## config.mk

```make
export PLATFORM = sky130hd
export DESIGN_NAME = rv_issue_sched
export DESIGN_NICKNAME = d
export VERILOG_FILES = /design/src/rtl/rv_issue_pkg.sv /design/src/rtl/rv_issue_prisel.sv /design/src/rtl/rv_issue_sched.sv
export SDC_FILE = /design/constraint.sdc
export NUM_CORES = 1
export LEC_CHECK = 0
export ABC_AREA = 0
export BUFFER_PORTS_ARGS = -buffer_cell sky130_fd_sc_hd__buf_4
export CORE_MARGIN = 8
export CORE_UTILIZATION = 35
export DETAILED_ROUTE_END_ITERATION = 8
export HOLD_SLACK_MARGIN = 0.08
export PLACE_DENSITY = 0.56
export SLEW_MARGIN = 20
export SYNTH_ARGS = -nofsm -noshare
export SYNTH_HDL_FRONTEND = slang
export SYNTH_SLANG_ARGS = --single-unit
```

## constraint.sdc

```tcl
create_clock -name clk -period 4.5 [get_ports clk]
set_input_delay 0.45 -clock clk [delete_from_list [all_inputs] [get_ports clk]]
set_output_delay 0.45 -clock clk [all_outputs]
set_load 0.005 [all_outputs]
```

## src/rtl/rv_issue_pkg.sv

```systemverilog
// Shared constants for the issue scheduler: legal queue depths, counter width
// helper and the bit layout of one packed reservation-station entry.
package rv_issue_pkg;

  localparam int unsigned Q_DEPTH_MIN = 8;
  localparam int unsigned Q_DEPTH_MID = 12;
  localparam int unsigned Q_DEPTH_MAX = 16;

  // Entry layout, LSB first: valid, ready, tag, payload.
  localparam int unsigned ENT_VALID_BIT = 0;
  localparam int unsigned ENT_READY_BIT = 1;
  localparam int unsigned ENT_TAG_LSB   = 2;

  function automatic int unsigned q_cnt_width(input int unsigned depth);
    return $clog2(depth + 1);
  endfunction

  function automatic int unsigned ent_dat_lsb(input int unsigned tag_w);
    return ENT_TAG_LSB + tag_w;
  endfunction

  function automatic int unsigned ent_width(input int unsigned tag_w, input int unsigned dat_w);
    return ENT_TAG_LSB + tag_w + dat_w;
  endfunction

  function automatic bit q_depth_legal(input int unsigned depth);
    return (depth == Q_DEPTH_MIN) || (depth == Q_DEPTH_MID) || (depth == Q_DEPTH_MAX);
  endfunction

endpackage

```

## src/rtl/rv_issue_prisel.sv

```systemverilog
// Oldest-first priority select: one-hot of the lowest set condition bit and
// an AND-OR mux of the matching entry payload. Purely combinational.
module rv_issue_prisel
  import rv_issue_pkg::*;
#(
  parameter int unsigned Q_NUM_ENTRIES = 16,
  parameter int unsigned Q_DAT_WIDTH   = 7
) (
  input  logic [Q_NUM_ENTRIES-1:0]             cond,
  input  logic [Q_NUM_ENTRIES*Q_DAT_WIDTH-1:0] dat,
  output logic [Q_NUM_ENTRIES-1:0]             sel_c,
  output logic                                 any_c,
  output logic [Q_DAT_WIDTH-1:0]               sel_dat_c
);

  // Two's-complement trick isolates the lowest set bit.
  assign sel_c = cond & (~cond + Q_NUM_ENTRIES'(1));
  assign any_c = |cond;

  always_comb begin
    sel_dat_c = '0;
    for (int i = 0; i < int'(Q_NUM_ENTRIES); i++) begin
      sel_dat_c = sel_dat_c | (dat[i*Q_DAT_WIDTH +: Q_DAT_WIDTH] & {Q_DAT_WIDTH{sel_c[i]}});
    end
  end

endmodule

```

## src/rtl/rv_issue_sched.sv

```systemverilog
// Age-ordered reservation-station queue with tag wakeup, oldest-ready select
// and a registered valid/ready issue stage. Define RV_ISSUE_FLUSH_EN for flush.
module rv_issue_sched
  import rv_issue_pkg::*;
#(
  parameter int unsigned Q_NUM_ENTRIES = 16,
  parameter int unsigned Q_DAT_WIDTH   = 7,
  parameter int unsigned Q_TAG_WIDTH   = 6,
  parameter int unsigned Q_CNT_WIDTH   = q_cnt_width(Q_NUM_ENTRIES)
) (
  input  logic                   clk,
  input  logic                   rst_b,
  input  logic                   alloc_v,
  output logic                   alloc_rdy,
  input  logic [Q_DAT_WIDTH-1:0] alloc_dat,
  input  logic [Q_TAG_WIDTH-1:0] alloc_tag,
  input  logic                   alloc_src_rdy,
  input  logic                   wake_v,
  input  logic [Q_TAG_WIDTH-1:0] wake_tag,
  output logic                   issue_v,
  input  logic                   issue_rdy,
  output logic [Q_DAT_WIDTH-1:0] issue_dat,
`ifdef RV_ISSUE_FLUSH_EN
  input  logic                   flush,
`endif
  output logic [Q_CNT_WIDTH-1:0] q_cnt
);

  localparam int unsigned N       = Q_NUM_ENTRIES;
  localparam int unsigned ENT_W   = ent_width(Q_TAG_WIDTH, Q_DAT_WIDTH);
  localparam int unsigned DAT_LSB = ent_dat_lsb(Q_TAG_WIDTH);

  logic [ENT_W-1:0]           ent_q [N];
  logic [ENT_W-1:0]           ent_d [N];
  logic [Q_CNT_WIDTH-1:0]     cnt_q;
  logic [Q_CNT_WIDTH-1:0]     cnt_d;
  logic                       issue_v_d;
  logic [Q_DAT_WIDTH-1:0]     issue_dat_d;

  logic [N-1:0]               cond;
  logic [N-1:0]               sel;
  logic [N-1:0]               shift_mask;
  logic [N*Q_DAT_WIDTH-1:0]   dat_flat;
  logic [Q_DAT_WIDTH-1:0]     sel_dat;
  logic [Q_CNT_WIDTH-1:0]     wr_idx;
  logic                       any_rdy;
  logic                       load_en;
  logic                       pop;
  logic                       alloc_acc;
  logic                       alloc_wake;
  logic                       flush_c;

`ifdef RV_ISSUE_FLUSH_EN
  assign flush_c = flush;
`else
  assign flush_c = 1'b0;
`endif

  // Acceptance uses the registered count only; a same-cycle pop gives no credit.
  assign alloc_rdy = (cnt_q < Q_CNT_WIDTH'(N)) & ~flush_c;
  assign alloc_acc = alloc_v & alloc_rdy;
  assign q_cnt     = cnt_q;
  assign load_en   = ~issue_v | issue_rdy;
  assign pop       = load_en & any_rdy;
  assign alloc_wake = wake_v & (wake_tag == alloc_tag);

  always_comb begin
    for (int i = 0; i < int'(N); i++) begin
      cond[i] = ent_q[i][ENT_VALID_BIT] & ent_q[i][ENT_READY_BIT];
      dat_flat[i*Q_DAT_WIDTH +: Q_DAT_WIDTH] = ent_q[i][DAT_LSB +: Q_DAT_WIDTH];
    end
  end

  rv_issue_prisel #(
    .Q_NUM_ENTRIES (N),
    .Q_DAT_WIDTH   (Q_DAT_WIDTH)
  ) u_prisel (
    .cond      (cond),
    .dat       (dat_flat),
    .sel_c     (sel),
    .any_c     (any_rdy),
    .sel_dat_c (sel_dat)
  );

  // Slots at and above the selected one take their upper neighbour on a pop.
  always_comb begin
    logic run;
    run = 1'b0;
    for (int i = 0; i < int'(N); i++) begin
      run           = run | sel[i];
      shift_mask[i] = run;
    end
  end

  // Queue next state: compact, then wakeup, then alloc write.
  always_comb begin
    for (int i = 0; i < int'(N); i++) begin
      ent_d[i] = ent_q[i];
    end
    cnt_d  = cnt_q + Q_CNT_WIDTH'(alloc_acc) - Q_CNT_WIDTH'(pop);
    wr_idx = pop ? (cnt_q - Q_CNT_WIDTH'(1)) : cnt_q;

    for (int i = 0; i < int'(N) - 1; i++) begin
      if (pop && shift_mask[i]) begin
        ent_d[i] = ent_q[i+1];
      end
    end
    if (pop && shift_mask[N-1]) begin
      ent_d[N-1] = '0;
    end

    for (int i = 0; i < int'(N); i++) begin
      if (wake_v && ent_d[i][ENT_VALID_BIT] &&
          (ent_d[i][ENT_TAG_LSB +: Q_TAG_WIDTH] == wake_tag)) begin
        ent_d[i][ENT_READY_BIT] = 1'b1;
      end
    end

    for (int i = 0; i < int'(N); i++) begin
      if (alloc_acc && (Q_CNT_WIDTH'(i) == wr_idx)) begin
        ent_d[i]                               = '0;
        ent_d[i][ENT_VALID_BIT]                = 1'b1;
        ent_d[i][ENT_READY_BIT]                = alloc_src_rdy | alloc_wake;
        ent_d[i][ENT_TAG_LSB +: Q_TAG_WIDTH]   = alloc_tag;
        ent_d[i][DAT_LSB +: Q_DAT_WIDTH]       = alloc_dat;
      end
    end

    if (flush_c) begin
      for (int i = 0; i < int'(N); i++) begin
        ent_d[i] = '0;
      end
      cnt_d = '0;
    end
  end

  // Issue register next state: load when empty or draining.
  always_comb begin
    issue_v_d   = issue_v;
    issue_dat_d = issue_dat;
    if (load_en) begin
      issue_v_d = any_rdy;
      if (any_rdy) begin
        issue_dat_d = sel_dat;
      end
    end
    if (flush_c) begin
      issue_v_d = 1'b0;
    end
  end

  always_ff @(posedge clk or negedge rst_b) begin
    if (!rst_b) begin
      for (int i = 0; i < int'(N); i++) begin
        ent_q[i] <= '0;
      end
      cnt_q     <= '0;
      issue_v   <= 1'b0;
      issue_dat <= '0;
    end else begin
      for (int i = 0; i < int'(N); i++) begin
        ent_q[i] <= ent_d[i];
      end
      cnt_q     <= cnt_d;
      issue_v   <= issue_v_d;
      issue_dat <= issue_dat_d;
    end
  end

endmodule

```

* After elaboration in Yosys (flattened, before gate mapping) *
Cells that the tools add are included.

word-level totals
  register bits after elaboration = 253
  input port bits = 25
  word-level logic and storage cells = 306

operators by class
  add/sub/neg operators = 4
  $lt $le $gt $ge = 1
  equality and inequality tests = 32
  muxes and demuxes = 49
  bitwise logic cells = 70
  reductions and logical operators = 99

operators with widths
  cell                                               number
  two-way mux 15 bit                                 32
  bitwise AND 7 bit                                  16
  bitwise OR 7 bit                                   15
  == test 6 bit                                      17
  logical AND 1 bit                                  64
  nonzero test 3 bit                                 16
  == test 4 x 5 -> 1 bit, first input constant       8
  nonzero test 2 bit                                 16
  == test 3 x 5 -> 1 bit, first input constant       4
  bitwise AND 1 bit                                  19
  bitwise OR 1 bit                                   17
  adder 16 x 1 -> 16 bit, second input constant      1
  bitwise AND 16 bit                                 1
  two-way mux 1 bit                                  16
  inverter 16 bit                                    1
  OR reduction 16 bit                                1
  == test 2 x 5 -> 1 bit, first input constant       2
  adder 5 x 1 -> 5 bit                               1
  == test 1 x 5 -> 1 bit, first input constant       1
  zero test 5 bit                                    1
  less-than comparator 5 bit, second input constant  1
  two-way mux 5 bit                                  1
  subtractor 5 x 1 -> 5 bit                          1
  subtractor 5 x 1 -> 5 bit, second input constant   1
  2 further kinds                                    2

* Depth between registers and ports, before layout *
  word-level depth = 25
  gate-level depth with buffers = 16
  mapped depth without buffers = 14

* Cells and area by module *
A second synthesis with hierarchy kept.

second synthesis, totals
  cells, all modules = 1632
  area, all modules = 14883.0 sq um

modules (own cells, without submodules)
  module           times used  cells an instance  area an instance (sq um)  sequential area each (sq um)
  rv_issue_sched   1           1446               13705.6                   6331.1
  rv_issue_prisel  1           186                1177.4                    0.0

* Worst setup path after synthesis *
OpenSTA, ideal clock, no wires.

  path type = register to register
  start = register ent_q[195] (netlist name)
  end = register cnt_q[4], in the netlist q_cnt[4]
  setup time = 0.123 ns
  arrival = 3.080 ns
  data required time = 4.377 ns
  setup slack = 1.297 ns
  cell stages (with the launch flop) = 16
  path buffers = 1
  clock period less this slack = 3.203 ns
  cell sequence = dfrtp_1 a222oi_1 nand3_2 o31ai_4 inv_2 buf_4 ha_1 inv_1 ha_1 inv_1 fa_1 nor2_1 nor2_1 nor2_1 nor2_1 xnor2_1

between the ends
  word-level cells in the longest chain between the ends = 4

ends and longest elaborated chain
  element                           line                   RTL
  start: declaration                rv_issue_sched.sv:33   logic [ENT_W-1:0] ent_q [N];
  start signal: indexed assignment  rv_issue_sched.sv:162  ent_q[i] <= ent_d[i];
  bitwise AND 1 bit                 rv_issue_sched.sv:69   cond[i] = ent_q[i][ENT_VALID_BIT] & ent_q[i][ENT_READY_BIT];
  OR reduction 16 bit               rv_issue_prisel.sv:18  assign any_c = |cond;
  bitwise AND 1 bit                 rv_issue_sched.sv:64   assign pop = load_en & any_rdy;
  net pop                           rv_issue_sched.sv:48   logic pop;
  subtractor 5 x 1 -> 5 bit         rv_issue_sched.sv:100  cnt_d = cnt_q + Q_CNT_WIDTH'(alloc_acc) - Q_CNT_WIDTH'(pop);
  net cnt_d[4]                      rv_issue_sched.sv:36   logic [Q_CNT_WIDTH-1:0] cnt_d;
  end signal: assignment            rv_issue_sched.sv:164  cnt_q <= cnt_d;
  end: declaration                  rv_issue_sched.sv:35   logic [Q_CNT_WIDTH-1:0] cnt_q;

The timed path passes the listed nets, and every way through them passes these cells.
A chain may end at the register's enable or synchronous reset.

* Final worst setup path *
  start = register ent_q[225] (netlist name)
  end = register ent_q[31] (netlist name)

between the ends
  word-level cells in the longest chain between the ends = 23
  elaborated cells between the ends (all ways) = 30
  classes of those cells = add/sub: 1; eq/ne: 2; mux: 4; bitwise: 17; reduce/logical: 6

ends and longest elaborated chain
  element                                             line                                          RTL
  bitwise AND 1 bit (*)                               rv_issue_sched.sv:69
  inverter 16 bit                                     rv_issue_prisel.sv:17                         assign sel_c = cond & (~cond + Q_NUM_ENTRIES'(1));
  adder 16 x 1 -> 16 bit                              rv_issue_prisel.sv:17
  bitwise AND 16 bit                                  rv_issue_prisel.sv:17
  bitwise OR 1 bit (13 in series)                     rv_issue_sched.sv:90                          run = run | sel[i];
  logical AND 1 bit                                   rv_issue_sched.sv:104                         if (pop && shift_mask[i]) begin
  two-way mux 15 bit                                  rv_issue_sched.sv:104
  == test 6 bit or logical AND 1 bit (tied branches)  rv_issue_sched.sv:114, rv_issue_sched.sv:113
  logical AND 1 bit                                   rv_issue_sched.sv:113                         if (wake_v && ent_d[i][ENT_VALID_BIT] &&
  two-way mux 1 bit                                   rv_issue_sched.sv:113
  two-way mux 15 bit                                  rv_issue_sched.sv:120                         if (alloc_acc && (Q_CNT_WIDTH'(i) == wr_idx)) begin

Mark *: on every way between the ends. The rest lies on a longest branch, timed or not. The select of a mux whose other input is x is not followed.

==> summary.md <==
| Metric | Value |
|---|---|
| Drt pass-1 iters | 5 |
| Post-Synth XOR/XNOR Area | 0.0398 |
| Worst IR Drop VDD | 0.000315 V |
| Die area | 0.0503 mm² |
| Mapped Area | 0.0152 mm² |
| Final-report max-slew violation count | 0 |
| Dpl cells | 2,190 |
| Die Width | 224 µm |
| CP Launch Type | register |
| Largest net degree at the start of global routing | 93 |
| Row count | 76 |
| Clock slew at reported path FFs | 0.06 ns |
| IO Port Bufs | 38 |
| Total GRT Usage | 0.202 |
| Synth Area per Inst | 9.24 µm² |
| Global-route wire length before repair | 80.1 mm |
| Share of layout cells above drive strength 1 | 0.131 |
| Final Non-Filler Cells | 2,245 |
| Reg-to-reg endpoint | ent_q[31]$_DFFE_PN0P_ |
| FF+latch count, synth | 253 |
| Crit end category | register |
| Iteration-0 DRC count of the detailed router | 1,430 |
| Die H | 224 µm |
| Worst Reg-to-Reg Cells | 8 |
| Final Hold Viols | 0 |
| Synth top area cells | dfrtp_1, mux2i_1, nand2_1 |
| CP Data Arrival Time | 4.28 ns |
| Clock Sinks | 253 |
| Max_cap viols | 0 |
| Final setup viols | 0 |
| Post-synth top area cell | dfrtp_1 |
| Final wirelength | 51.2 mm |
| Crit share post-route | 0.838 |
| Initial antenna violation count | 1 |
| Post-Synth Adder-Cell Area | 0.00874 |
| Core footprint | 0.0430 mm² |
| Leakage | 7.54 nW |
| CTS root buf | clkbuf_16 |
| Clock Skew | 0.00914 ns |
| Outcome | finished, final reports clean |
| Syn Inst Count | 1,642 |
| Synth Warn # | 0 |
| Per-cell routed wire length | 22.8 µm |
| Max Freq | 265 MHz |
| Yosys top cell area share | 0.417 |
| CTS buffer count | 29 |
| CTS Buffer Depth | 3 |
| Synth async-reset ratio | 1.00 |
| Post-synth top flop | dfrtp_1 |
| Post-detail-place hpwl | 36.0 mm |
| Worst R2R Start | ent_q[225]$_DFF_PN0_ |
| Slowest CP cell | and3_1 |
| Min cycle time layout | 3.77 ns |
| Clock Latency Late Sink | 0.59 ns |
| Area share of and/or/nand/nor cells after synthesis | 0.157 |
| Hold EP | dat_flat[26]$_DFFE_PN0P_ |
| Setup TNS | 0 ns |
| R2R Setup Slk | 0.73 ns |
| DRC | 0 |
| Post-synth EDFFs | 0 |
| Cell Pwr Density | 674 mW/mm² |
| Total power | 11.6 mW |
| Largest family of logic cells by synthesized area | compound AO/OA/AOI/OAI gates |
| Post-synthesis sequential area ratio | 0.417 |
| Hold path startpoint | alloc_dat[5] |
| Vias in the first global route | 13,100 |
| Worst Path Class, Setup | register to register |
| Post-synthesis compound-gate area fraction | 0.170 |
| Final non-filler cell area | 0.0172 mm² |
| Area Growth Syn to Fin | 13.3% |
| RSZ-0062 raised after global routing | false |
| Post-route ant nets | 0 |
| Io pins | 39 |
| Relative max-transition margin | 0.341 |
| Hold path depth | 3 |
| DR vias | 13,200 |
| Worst path required time | 5.02 ns |
| Netlist cell types | 81 |
| DP Area | 0.0162 mm² |
| Worst min path class | input port to register |
| Post-synthesis mux area share | 0.165 |
| CTS tree | yes |
| Worst-Margin Slew | 0.982 ns |
| CP max FO | 21 |
| Crit-path cells | a222oi_1 > buf_4 > and3_1 > a31o_2 > mux2i_1 > o22ai_1 > o31a_1 > a21oi_1 |
| Starting Density | 0.353 |
| # nets final | 1,672 |
| Htree depth | 1 |
| CP max stage delay | 0.64 ns |
| N_diodes | 0 |
| GRT Residual Overflow | 0 |
| Vias per Instance | 5.86 |
| Number of fill cells in the layout | 4,283 |
| Syn Nets | 1,677 |
| Global placement routability congestion | 0.912 |
## final cells by class
| type | count | area (µm²) | area share |
|---|---|---|---|
| multi-input combinational | 1227 | 8290 | 0.482 |
| sequential | 253 | 6330 | 0.368 |
| timing repair buffer | 88 | 696 | 0.0404 |
| tap | 585 | 732 | 0.0425 |
| clock buffer | 49 | 951 | 0.0553 |
| inverter | 38 | 143 | 0.00829 |
| clock inverter | 5 | 65.1 | 0.00378 |
## critical path, delay by kind of cell, from the launching register on
kind	cells	cell delay (ns)
compound gates	5	1.81
flops	1	0.50
simple gates	1	0.64
buf+inv	1	0.40
mux	1	0.31
## state kept, by name (all words and copies together) (netlist names)
register	cells
dat_flat	112
ent_q	128
issue_dat	7
issue_v	1
q_cnt	5
## worst max-delay path by stage
stage | from | slack (ns) | endpoint
4_1_cts | ent_q[226]$_DFFE_PN0P_ | 0.77 | ent_q[31]$_DFFE_PN0P_
6_report | ent_q[225]$_DFF_PN0_ | 0.73 | ent_q[31]$_DFFE_PN0P_
2_1_floorplan | ent_q[195]$_DFF_PN0_ | 1.30 | q_cnt[4]$_DFF_PN0_
3_5_place_dp | ent_q[225]$_DFF_PN0_ | 0.80 | ent_q[31]$_DFFE_PN0P_
3_3_place_gp | ent_q[225]$_DFF_PN0_ | 0.85 | ent_q[31]$_DFFE_PN0P_
5_1_grt | ent_q[225]$_DFF_PN0_ | 0.50 | ent_q[31]$_DFFE_PN0P_
## where the power goes
part	internal (mW)	switching [mW]	leakage (nW)	total, mW
Combinational	2.09	2.89	3.71	4.98
Clock	1.49	1.02	0.507	2.50
Sequential	3.14	0.965	3.32	4.11
Total	6.72	4.87	7.54	11.6
## layer usage
| metal | up-vias | wire length (µm) | track usage |
|---|---|---|---|
| met1 | 6543 | 22700 | 0.277 |
| li1 | 5942 | - | - |
| met3 | 137 | 3500 | 0.0326 |
| met2 | 542 | 22900 | 0.318 |
| met5 | - | 9 | 0 |
| met4 | 2 | 2020 | 0.0743 |
## logic make-up after synthesis
logic type,count (synthesis)
flops,253
fa+ha+maj,10
simple gates,524
mux,244
compound gates,380
buf+inv,162
xor+xnor,69
## layout by cell type (no fill, tap or decap), types with 29 or more instances in the layout
master	n
xnor2_1	47
a31oi_1	63
buf_4	84
mux2i_1	200
dfrtp_1	253
clkbuf_16	29
nand3_1	38
mux2_2	43
o21ai_0	53
a22oi_1	29
nand2_1	181
nor2_1	162
inv_1	35
a21oi_1	79
## stage by stage
step | util | setup WS (ns) | hold slack [ns]
finish | 0.400 | 0.731 | 0.202
global route | 0.400 | 0.497 | 0.200
CTS | 0.400 | 0.772 | 0.182
detailed placement | 0.376 | 0.800 | 0.481
global placement | 0.376 | 0.851 | 0.482
floorplan | - | 1.30 | 0.154
## timing repair
action / CTS / global route
gates resized for setup: 0 / 0
endpoints found under the hold margin: 77 / 0
buffers inserted: 0 / 0
hold buffers: 1 / 0
## synth_stat cells, drive strengths merged (22+ instances only)
| master | number |
|---|---|
| mux2 | 44 |
| mux2i | 200 |
| nand2b | 22 |
| nor2 | 163 |
| a21oi | 83 |
| clkbuf | 93 |
| dfrtp | 253 |
| a31oi | 66 |
| buf | 31 |
| xnor2 | 47 |
| a22oi | 29 |
| nand2 | 183 |
| and3 | 22 |
| o22ai | 23 |
| xor2 | 22 |
| o21ai | 63 |
| nand3 | 39 |
| inv | 36 |
Power figures use the tool's default switching activity.
